### src/rtl/demux1x4_tdm.sv
// -----------------------------------------------------------------------------
// demux1x4_tdm
//
// Receiving end of a TDM link. One data lane carries one sample per valid
// cycle, with slots rotating ch0 .. ch(N_CH-1). frame_sync marks the ch0
// sample. The block locks onto frame_sync and steers each sample into a
// shadow register for its slot. When the last slot arrives, it publishes the
// complete frame on ch_out in a single update.
//
// Optional feature, selected by the macro DEMUX_SYNC_CHECK_EN:
//   defined   : strict mode. A slot-0 sample that arrives without frame_sync
//               while locked counts as loss of alignment. The block raises
//               sync_err, drops the sample and goes back to hunting.
//   undefined : flywheel mode. Once locked, the block trusts its own slot
//               counter and accepts a slot-0 sample that has no frame_sync.
//
// Naming: every flop is <sig>_q and is loaded from <sig>_d, which is
// computed in an always_comb block.
// -----------------------------------------------------------------------------
module demux1x4_tdm #(
    parameter int N_CH = 4,
    parameter int W    = 8,
    parameter int SW   = $clog2(N_CH)
) (
    input  logic              clk,
    input  logic              rst_n,
    input  logic [W-1:0]      d_in,
    input  logic              d_valid,
    input  logic              frame_sync,
    output logic [N_CH*W-1:0] ch_out,
    output logic [SW-1:0]     slot,
    output logic              locked,
    output logic              frame_done,
    output logic              sync_err
);

    typedef enum logic {
        HUNT   = 1'b0,
        LOCKED = 1'b1
    } state_e;

    localparam logic [SW-1:0] LAST_SLOT = SW'(N_CH - 1);
    localparam logic [SW-1:0] SLOT_ONE  = SW'(1);

    // Single-lane decode events. In each cycle at most one of them is true.
    logic ev_start;    // sync sample seen while hunting
    logic ev_early;    // sync arrived before the frame was complete
    logic ev_unlock;   // strict mode only: slot 0 arrived without sync
    logic ev_capture;  // ordinary in-frame sample while locked

    state_e state_q, state_d;

    logic [SW-1:0]     slot_q, slot_d;
    logic [W-1:0]      shadow_q [N_CH];
    logic [W-1:0]      shadow_d [N_CH];
    logic [N_CH*W-1:0] ch_out_q, ch_out_d;
    logic              frame_done_q, frame_done_d;
    logic              sync_err_q, sync_err_d;
    logic              locked_q, locked_d;

    // Classify the current cycle. A cycle without d_valid produces no event,
    // so frame_sync has no effect in that cycle.
    always_comb begin
        ev_start   = 1'b0;
        ev_early   = 1'b0;
        ev_unlock  = 1'b0;
        ev_capture = 1'b0;
        if (d_valid) begin
            if (state_q == HUNT) begin
                ev_start = frame_sync;
            end else if (frame_sync && (slot_q != '0)) begin
                ev_early = 1'b1;
            end else if (!frame_sync && (slot_q == '0)) begin
`ifdef DEMUX_SYNC_CHECK_EN
                ev_unlock  = 1'b1;
`else
                ev_capture = 1'b1;
`endif
            end else begin
                ev_capture = 1'b1;
            end
        end
    end

    // State register.
    // NOTE: sequential blocks use non-blocking (<=) assignments only. Then
    // every flop samples the values from before the clock edge, and the
    // order of the statements does not matter.
    always_ff @(posedge clk or negedge rst_n) begin
        if (!rst_n) begin
            state_q <= HUNT;
        end else begin
            state_q <= state_d;
        end
    end

    // Next-state logic. A sync sample locks the block. In strict mode,
    // losing alignment unlocks it.
    always_comb begin
        // NOTE: each always_comb assigns a default first, so that no path
        // leaves a signal unassigned and no latch is inferred.
        state_d = state_q;
        unique case (state_q)
            HUNT:    if (ev_start)  state_d = LOCKED;
            LOCKED:  if (ev_unlock) state_d = HUNT;
            default: state_d = HUNT;
        endcase
    end

    // Datapath and output logic: route the sample to its slot, advance the
    // slot counter, publish the frame after the last slot, and form the
    // one-cycle pulses.
    always_comb begin
        slot_d       = slot_q;
        shadow_d     = shadow_q;
        ch_out_d     = ch_out_q;
        frame_done_d = 1'b0;
        sync_err_d   = 1'b0;

        if (ev_start) begin
            shadow_d[0] = d_in;
            slot_d      = SLOT_ONE;
        end else if (ev_early) begin
            // Drop the partial frame. The stale shadow entries are
            // overwritten before the realigned frame can complete.
            sync_err_d  = 1'b1;
            shadow_d[0] = d_in;
            slot_d      = SLOT_ONE;
        end else if (ev_unlock) begin
            // Discard the sample. ch_out keeps the last good frame.
            sync_err_d = 1'b1;
            slot_d     = '0;
        end else if (ev_capture) begin
            shadow_d[slot_q] = d_in;
            if (slot_q == LAST_SLOT) begin
                // The last sample goes straight into ch_out. All lanes then
                // change on the same edge and ch_out is never partly updated.
                for (int k = 0; k < N_CH - 1; k++) begin
                    ch_out_d[k*W +: W] = shadow_q[k];
                end
                ch_out_d[(N_CH-1)*W +: W] = d_in;
                frame_done_d = 1'b1;
                slot_d       = '0;
            end else begin
                slot_d = slot_q + SLOT_ONE;
            end
        end
    end

    // locked is registered from the next state. It therefore changes on the
    // same edge as the state register.
    always_comb begin
        locked_d = (state_d == LOCKED);
    end

    // Datapath and output registers.
    // NOTE: the shadow array is reset together with the other registers. It
    // is small, and a reset in the middle of a frame must leave no earlier
    // samples behind.
    always_ff @(posedge clk or negedge rst_n) begin
        if (!rst_n) begin
            slot_q       <= '0;
            ch_out_q     <= '0;
            frame_done_q <= 1'b0;
            sync_err_q   <= 1'b0;
            locked_q     <= 1'b0;
            for (int k = 0; k < N_CH; k++) begin
                shadow_q[k] <= '0;
            end
        end else begin
            slot_q       <= slot_d;
            ch_out_q     <= ch_out_d;
            frame_done_q <= frame_done_d;
            sync_err_q   <= sync_err_d;
            locked_q     <= locked_d;
            for (int k = 0; k < N_CH; k++) begin
                shadow_q[k] <= shadow_d[k];
            end
        end
    end

    assign ch_out     = ch_out_q;
    assign slot       = slot_q;
    assign locked     = locked_q;
    assign frame_done = frame_done_q;
    assign sync_err   = sync_err_q;

endmodule

### config.mk
export PLATFORM = sky130hd
export DESIGN_NAME = demux1x4_tdm
export DESIGN_NICKNAME = d
export VERILOG_FILES = /design/src/rtl/demux1x4_tdm.sv
export SDC_FILE = /design/constraint.sdc
export NUM_CORES = 1
export LEC_CHECK = 0
export CORE_MARGIN = 3
export CORE_UTILIZATION = 43
export CTS_BUF_LIST = sky130_fd_sc_hd__clkbuf_4
export CTS_CLUSTER_DIAMETER = 120
export CTS_CLUSTER_SIZE = 12
export DETAILED_ROUTE_END_ITERATION = 8
export PLACE_DENSITY = 0.68
export SETUP_SLACK_MARGIN = 0.15
export SYNTH_ARGS = -nofsm -noshare
export SYNTH_HDL_FRONTEND = slang
export SYNTH_SLANG_ARGS = --single-unit
### constraint.sdc
create_clock -name clk -period 2.45 [get_ports clk]
set_input_delay 0.49 -clock clk [delete_from_list [all_inputs] [get_ports clk]]
set_output_delay 0.49 -clock clk [all_outputs]
set_load 0.01 [all_outputs]
# == Word-level counts from Yosys, hierarchy flattened ==
# Index checks and enable logic that the tools add are counted.
# totals
ff_bits,69
input_bits,12
out_inout_bits,37
word_cells,49
# classes
addsub,1
n_lt_le_gt_ge,2
eq_ne,1
n_mux,26
bitwise_logic,4
n_reduce_logical,6
# op_table
op,n
bitwise mux 32 bit,1
2-to-1 mux 32 bit,1
2-to-1 mux 8 bit,3
demux 8 bit (select 2 bit),1
2-to-1 mux 1 bit,15
2-to-1 mux 2 bit,4
AND reduction 4 bit,1
"greater-or-equal comparator 3 bit, second input constant",1
"less-than comparator 3 x 1 -> 1 bit, second input constant",1
NOT 1 bit,3
NOT 2 -> 3 bit,1
AND reduction 3 bit,1
nonzero test 3 bit,1
"adder 2 x 1 -> 2 bit, second input constant",1
"== test 2 bit, second input constant",1
logical AND 1 bit,2
case mux 1 bit (2 select lines),1
nonzero test 2 bit,1

# == Logic depth before layout (Yosys ltp) ==
# Gate-level depths: netlist (run 1).
# logic_depth
word_depth,9
ltp_mapped,7
ltp_nobuf,5

# == Least setup slack after synthesis (run 1) ==
# No wires, ideal clock.
# synth_path
kind,register to register
start,register slot_q[0] (netlist: slot[0])
end,register ch_out_q[0] (netlist: ch_out[0])
setup_ns,0.125
arrival_ns,1.589
t_required_ns,2.325
setup_slack_ns,0.736
stages_incl_launch_ff,8
path_buffers,2
period_less_slack_ns,1.714
cell_sequence,dfrtp_1 -> inv_1 -> ha_1 -> nand2b_1 -> buf_6 -> nand4_4 -> buf_6 -> mux2_4
# synth_between
elab_chain_len,7
elab_cells_between_ends,11
cone_classes,eq/ne: 1; mux: 6; bitwise: 1; reduce/logical: 3
# synth_lines
element,line_no,text
start: declaration,53,"logic [SW-1:0] slot_q, slot_d;"
start signal: assignment,171,slot_q <= slot_d;
nonzero test 2 bit,71,end else if (frame_sync && (slot_q != '0)) begin
logical AND 1 bit,71,
2-to-1 mux 1 bit,71,
2-to-1 mux 1 bit,69,if (state_q == HUNT) begin
2-to-1 mux 1 bit,68,if (d_valid) begin
NOT 1 bit (no line),n/a,
AND reduction 4 bit (no line) (*),n/a,
end signal: assignment,172,ch_out_q <= ch_out_d;
end: declaration,56,"logic [N_CH*W-1:0] ch_out_q, ch_out_d;"
# Mark *: on every way between the ends. The rest lies on a longest branch, timed or not.
# A chain may end at the register's enable or synchronous reset.

# == Worst setup path in the final report (run 1) ==
# layout_path
start,register locked_q (netlist: locked)
end,output locked
# layout_rtl
element,line_no,text
start: declaration,59,"logic locked_q, locked_d;"
start signal: assignment,175,locked_q <= locked_d;
end: declaration,32,"output logic locked,"
# No word-level cell between the ends.

==> results of run 1 <==
routing by layer:
metal  global-route usage, %  part of all wire, %
met4                   7.843                  1.5
met1                   18.16                   46
met2                   22.28                   49
met3                   3.579                  4.3
met5                       0                    0
layout make-up:
cell class	count	area [µm²]	share of cell area, %
tap	72	90.09	2.839
inverter	5	18.77	0.5915
clock buffer	9	67.56	2.129
sequential	61	1526	48.11
multi-input combinational	76	915.9	28.86
timing repair buffer	51	523.0	16.48
clock inverter	6	31.28	0.9858
registers in the layout, summed over array words and instances (netlist names):
register	count
frame_done	1
locked	1
sync_err	1
shadow_q	24
slot	2
ch_out	32
how the worst min path moves through the flow:
stage / start / to / slack (ns) / cells after the start
5_1_grt: rst_n / ch_out[25]$_DFFE_PN0P_ / 0.14 / 1
4_1_cts: rst_n / ch_out[17]$_DFFE_PN0P_ / 0.12 / 1
6_report: rst_n / ch_out[17]$_DFFE_PN0P_ / 0.12 / 1
3_3_place_gp: shadow_q[29]$_DFFE_PN0P_ / ch_out[5]$_DFFE_PN0P_ / 0.48 / 1
2_1_floorplan: rst_n / ch_out[0]$_DFFE_PN0P_ / 0.19 / 0
3_5_place_dp: shadow_q[28]$_DFFE_PN0P_ / ch_out[4]$_DFFE_PN0P_ / 0.49 / 1
logic make-up (layout without fill, tap and decap cells):
family                     Yosys count  in the layout  share of synthesized area [%]
and+or+nand+nor                     12             12                          3.481
muxes                               56             56                          29.39
DFF                                 61             61                          60.67
buffers and inverters               11             71                          2.934
AOI/OAI and AO/OA                    4              4                          1.542
adders and majority gates            4              4                          1.989
synth_stat cells:
master    number
nand4_4        1
mux2_2        27
o21ai_0        1
nand4_1        1
nand2_1        5
dfrtp_1       61
o21ai_4        1
o32ai_1        1
inv_1          5
buf_2          2
nand4_2        2
a22o_1         1
nor2_1         1
mux2_4        29
buf_6          4
nand2b_1       1
and2_1         1
ha_1           4
per-stage QoR:
stage | worst slack (ns) | instances | utilization [%] | area [µm²]
detailed placement | 0.2271 | 265 | 55.15 | 3074
CTS | 0.3763 | 280 | 56.92 | 3173
finish | 0.4223 | 280 | 56.92 | 3173
floorplan | 0.7356 | 148 | - | 2516
global placement | 0.2610 | 265 | 55.15 | 3074
global route | 0.3516 | 280 | 56.92 | 3173
where the power goes:
group	internal (mW)	switching [mW]
Sequential	1.46	0.272
Combinational	1.06	0.513
Clock	0.193	0.327
Total	2.72	1.11
==> metrics.md, run 1 <==
| Metric | Value |
|---|---|
| Status | `finished clean` |
| Fillers | `approximately 470` |
| Stages on worst setup path | `1` |
| Startpoint Class | `register` |
| Crit path cell chain | `clkdlybuf4s50_1` |
| Flop-to-flop setup slack | `0.50 ns` |
| Synthesized flop and latch total | `61` |
| CTS sink count | `61` |
| DRT iter0 DRCs | `35` |
| Initial antenna violation count | `0` |
| Resized Gates After CTS | `0` |
| Drt drc | `0` |
| Router iterations before antenna repair | `4` |
| Slew Limit Headroom | `between 50% and 60%` |
| Largest net degree at the start of global routing | `35` |
| Clock input transition at the sequential cells of the worst setup and hold paths | `0.10 ns` |
| Port Buffers | `48` |
| Worst clock skew | `approximately 0.014 ns` |
| Vias | `1,375` |
| # IOs | `49` |
| GPL Wtd Cong | `0.7864` |
| WL final | `4.400 mm` |
| Worst Path Arrival | `1.54 ns` |
| Cells after Synth | `148` |
| Syn-to-layout area delta | `26.11%` |
| RR Endpoint | `ch_out[15]$_DFFE_PN0P_` |
| Max Slew Vio Count | `0` |
| Synthesized area per cell | `17.00 µm²` |
| Fmax achieved | `493.2 MHz` |
| Final TNS setup | `0 ns` |
| Worst reg-to-reg path cell count | `6` |
| Nets@finish | `220` |
| Ant diodes | `0` |
| # setup viols final | `0` |
| Most frequent cells in the layout | `dfrtp_1 (61), clkdlybuf4s50_1 (47), mux2_4 (29), mux2_2 (27), clkbuf_4 (9)` |
| Most common cell after layout, fill and taps aside | `dfrtp_1` |
| Core Box Area | `0.005574 mm²` |
| GRT Total Usage | `14.27%` |
| Number of vias per cell | `4.911` |
| Initial Util | `45.14%` |
| Worst Max-Slew Pin Slew | `0.6357 ns` |
| Layout cells sized above 1 | `37.02%` |
| Min Tclk post-route | `2.028 ns` |
| TritonCTS buffer count | `9` |
| LEAKAGE | `between 1.5 and 2 nW` |
| HPWL after DPL | `approximately 3.1 mm` |
| ANT nets after route | `0` |
| Synth top area cells | `dfrtp_1 (61%), mux2_4 (17%), mux2_2 (12%), ha_1 (2.0%), buf_6 (1.8%)` |
| Crit path max-delay family | `buffers and inverters` |
| FF-to-FF Start | `slot[0]$_DFFE_PN0P_` |
| Worst hold-check path type | `input port to asynchronous set/reset pin` |
| Hold Slack | `0.1249 ns` |
| Worst skew pair latency | `0.38 ns` |
| Yosys top cell area share | `around three fifths` |
| CTS tree | `done` |
| Max incr delay on CP | `~0.61 ns` |
| Count of final hold-check violations | `0` |
| Crit. End Element | `output pin` |
| Syn Nets | `164` |
| VDD IR-drop max | `around 0.47 mV` |
| Critical path startpoint | `locked$_DFF_PN0_` |
| Synth area leader | `dfrtp_1` |
| Worst setup endpoint | `locked` |
| First-pass GRT wire length | `6.893 mm` |
| Synth cell types | `18` |
| Total setup buffers inserted after CTS | `0` |
| Sequential fraction of the synthesis area | `60.67%` |
| Drt wl/cell | `~16 µm` |
| Clock root cell | `clkbuf_4` |
| GRT Residual Overflow | `0` |
| Final Cycle Share | `82.76%` |
| Max FO, Critical Path | `9` |
| Number of global-route vias before repair | `between 1,000 and 1,500` |
| Slowest stage cell, crit path | `clkdlybuf4s50_1` |
| Overall power | `3.829 mW` |
| Die area | `0.006805 mm²` |
| Crit path buf inv count | `1` |
| Cell area after synthesis | `0.002516 mm²` |
| Die H | `82.50 µm` |
| Yosys Warn Count | `0` |
| CP Class | `register to output pin` |
| Worst path required time | `1.96 ns` |
| Chip Width | `around 82 µm` |
| Hold_buf cts | `0` |
| Max cap viols | `0` |
| P per Cell Area | `1207 mW/mm²` |
| CTS max path bufs | `2` |
| RSZ-0062 raised after global routing | `no` |
| Core Rows | `27` |
| Htree depth | `3` |
(Power assumes the default switching activity.)
==> run 2, diff against run 1 <==
==> constraint.sdc (replaced) <==
create_clock -name clk -period 1.95 [get_ports clk]
set_input_delay 0.39 -clock clk [delete_from_list [all_inputs] [get_ports clk]]
set_output_delay 0.39 -clock clk [all_outputs]
set_load 0.01 [all_outputs]
==> metrics.md, run 2 (same netlist as run 1, synthesis figures left out) <==
| Metric | Value |
|---|---|
| Status | `finished clean` |
| GRT Residual Overflow | `0 (unchanged)` |
| Max reg flops | `32 (unchanged)` |
| Max FO, Critical Path | `5 (-4)` |
| FF/Latch Area | `0.001529 mm² (+0.16%)` |
| Layout cells sized above 1 | `41.89% (+4.9 points)` |
| GRT Total Usage | `15.43% (+1.2 points)` |
| WL final | `4.798 mm (+9.0%)` |
| Die H | `82.50 µm (unchanged)` |
| Max Slew Vio Count | `0 (unchanged)` |
| Core Box Area | `0.005574 mm² (unchanged)` |
| Worst path required time | `1.56 ns (-0.40 ns)` |
| Worst Path Arrival | `1.34 ns (-0.20 ns)` |
| Largest net degree at the start of global routing | `26 (-26%)` |
| Crit path max-delay family | `buffers and inverters` |
| Slew Limit Headroom | `64.23% (+6.6 points)` |
| Max incr delay on CP | `0.55 ns (-0.06 ns)` |
| Logic pwr share | `42.0% (+0.9 points)` |
| Final Cycle Share | `88.62%` |
| Clock power frac | `14.5% (+0.9 points)` |
| Sequential share of power | `43.5% (-1.8 points)` |
| Initial antenna violation count | `0 (unchanged)` |
| Core Rows | `27 (unchanged)` |
| Ant diodes | `0 (unchanged)` |
| CTS tree | `done` |
| Cell-internal power | `3.547 mW (+31%)` |
| Crit. End Element | `output pin` |
| Drt drc | `0 (unchanged)` |
| Initial Util | `45.14% (unchanged)` |
| Number of global-route vias before repair | `1,550 (+9.8%)` |
| Router iterations before antenna repair | `4 (unchanged)` |
| Chip Width | `82.50 µm (unchanged)` |
| # IOs | `49 (unchanged)` |
| Post-placement cell count | `271 (+2.3%)` |
| Clock input transition at the sequential cells of the worst setup and hold paths | `0.09 ns (about the same)` |
| CTS sink count | `61 (unchanged)` |
| HPWL after DPL | `3.288 mm (+6.2%)` |
| Most common cell after layout, fill and taps aside | `dfrtp_1` |
| First-pass GRT wire length | `7.596 mm (+10%)` |
| CTS max path bufs | `2 (unchanged)` |
| Crit path buf inv count | `1 (unchanged)` |
| Min Tclk post-route | `roughly 1.7 ns` |
| ANT nets after route | `0 (unchanged)` |
| TritonCTS buffer count | `9 (unchanged)` |
| Fmax achieved | `between 500 and 600 MHz` |
| Worst Max-Slew Pin Slew | `0.5366 ns (-0.09912 ns)` |
| P_sw | `1.430 mW (+29%)` |
| Worst hold-check path type | `register to register` |
| Most frequent cells in the layout | `dfrtp_1 (59), clkdlybuf4s50_1 (46), mux2_4 (29), mux2_2 (27), clkbuf_4 (13)` |
| Multi-input logic area | `940.9 µm² (+2.7%)` |
| Htree depth | `3 (unchanged)` |
| Overall power | `4.977 mW (+30%)` |
| Max cap viols | `0 (unchanged)` |
| VDD IR-drop max | `0.7213 mV (+53%)` |
| Drt wl/cell | `16.32 µm (+3.9%)` |
| Nets@finish | `233 (+5.9%)` |
| Syn-to-layout area delta | `31.73%` |
| RSZ-0062 raised after global routing | `no` |
| LEAKAGE | `1.570 nW (+4.2%)` |
| CP Class | `register to output pin` |
| GPL Wtd Cong | `0.8277 (+5.3%)` |
| Number of vias per cell | `4.952 (+0.85%)` |
| Port Buffers | `48 (unchanged)` |
| Final non-filler cell total | `294 (+5.0%)` |
| Slowest stage cell, crit path | `clkdlybuf4s50_1` |
| P per Cell Area | `1502 mW/mm² (+24%)` |
| Die area | `0.006805 mm² (unchanged)` |
| Fillers | `446 (-5.7%)` |
| Switching share of power | `28.72% (-0.33 points)` |
| # setup viols final | `0 (unchanged)` |
| Startpoint Class | `register` |
| Clock root cell | `clkbuf_4` |
| Count of final hold-check violations | `0 (unchanged)` |
| Worst clock skew | `0.009985 ns (-0.003577 ns)` |
| Vias | `1,456 (+5.9%)` |
| Worst skew pair latency | `0.37 ns (about the same)` |
| DRT iter0 DRCs | `50 (+43%)` |
| Crit path cell chain | `clkdlybuf4s50_1` |
==> run 2: routing by layer <==
metal,part of all wire (%),GRT usage [%],vias to the layer above
met5,0,0,-
met4,3.4,10.62,0
met3,5.0,3.254,12
met2,48,23.08,50
met1,43,20.03,732
li1,-,-,662
==> run 2: path summary, 6_finish.rpt <==
check / start / endpoint / slack [ns] / depth (start not counted)
setup / recovery: slot[1]$_DFFE_PN0P_ / slot[1] / 0.22 / 1
hold / removal: shadow_q[8]$_DFFE_PN0P_ / ch_out[16]$_DFFE_PN0P_ / 0.50 / 1
setup reg to reg: slot[1]$_DFFE_PN0P_ / shadow_q[26]$_DFFE_PN0P_ / 0.24 / 6
hold reg to reg: shadow_q[8]$_DFFE_PN0P_ / ch_out[16]$_DFFE_PN0P_ / 0.50 / 1
max in group asynchronous: rst_n / ch_out[27]$_DFFE_PN0P_ / 0.70 / 3
min in group asynchronous: rst_n / frame_done$_DFF_PN0_ / 0.52 / 2
==> run 2: metrics by stage <==
step | worst slack, ns | hold WS, ns | instance area [µm²] | util (%) | TNS [ns]
after floorplan | 0.2356 | 0.09441 | 2516 | - | 0
after global placement | -0.01351 | 0.3938 | 3107 | 55.74 | -0.09867
after detailed placement | -0.03329 | 0.4021 | 3107 | 55.74 | -0.1929
after CTS | 0.07603 | 0.4994 | 3254 | 58.38 | 0
after global routing | 0.1562 | 0.5223 | 3314 | 59.46 | 0
final | 0.2219 | 0.5018 | 3314 | 59.46 | 0
==> run 2: timing repair <==
item / in CTS / in global routing
hold buffers: 1 / 0
endpoints found under the hold margin: 22 / 0
setup endpoints to repair: 44 / 57
gates resized for setup: 4 / 3
pin swaps: 1 / 2
buffers inserted: 2 / 4
==> run 2: power groups by stage <==
stage          clock [mW]  combinational, mW  sequential, mW
6_report            0.721               2.09            2.17
5_1_grt             0.795               2.24            2.24
3_3_place_gp            0               2.00            2.16
3_5_place_dp            0               2.05            2.19
2_1_floorplan           0              0.954            2.29
4_1_cts             0.750               2.08            2.17
==> run 2: cell type report <==
cell class	instances	share of cell area, %
flip-flops and latches	61	46.13
multi-input cells	76	28.39
repair buffers	64	18.88
clock buffers	13	2.945
well taps	72	2.718
inverters	5	0.5663
clock inverters	3	0.3775
==> run 3, diff against run 2 <==
--- a/config.mk
+++ b/config.mk
@@ -13,6 +13,7 @@
 export DETAILED_ROUTE_END_ITERATION = 8
 export PLACE_DENSITY = 0.68
 export SETUP_SLACK_MARGIN = 0.15
+export SLEW_MARGIN = 20
 export SYNTH_ARGS = -nofsm -noshare
 export SYNTH_HDL_FRONTEND = slang
 export SYNTH_SLANG_ARGS = --single-unit
==> results of run 3 <==
Same layout as run 2: the final DEF is identical, and so are final timing and power.
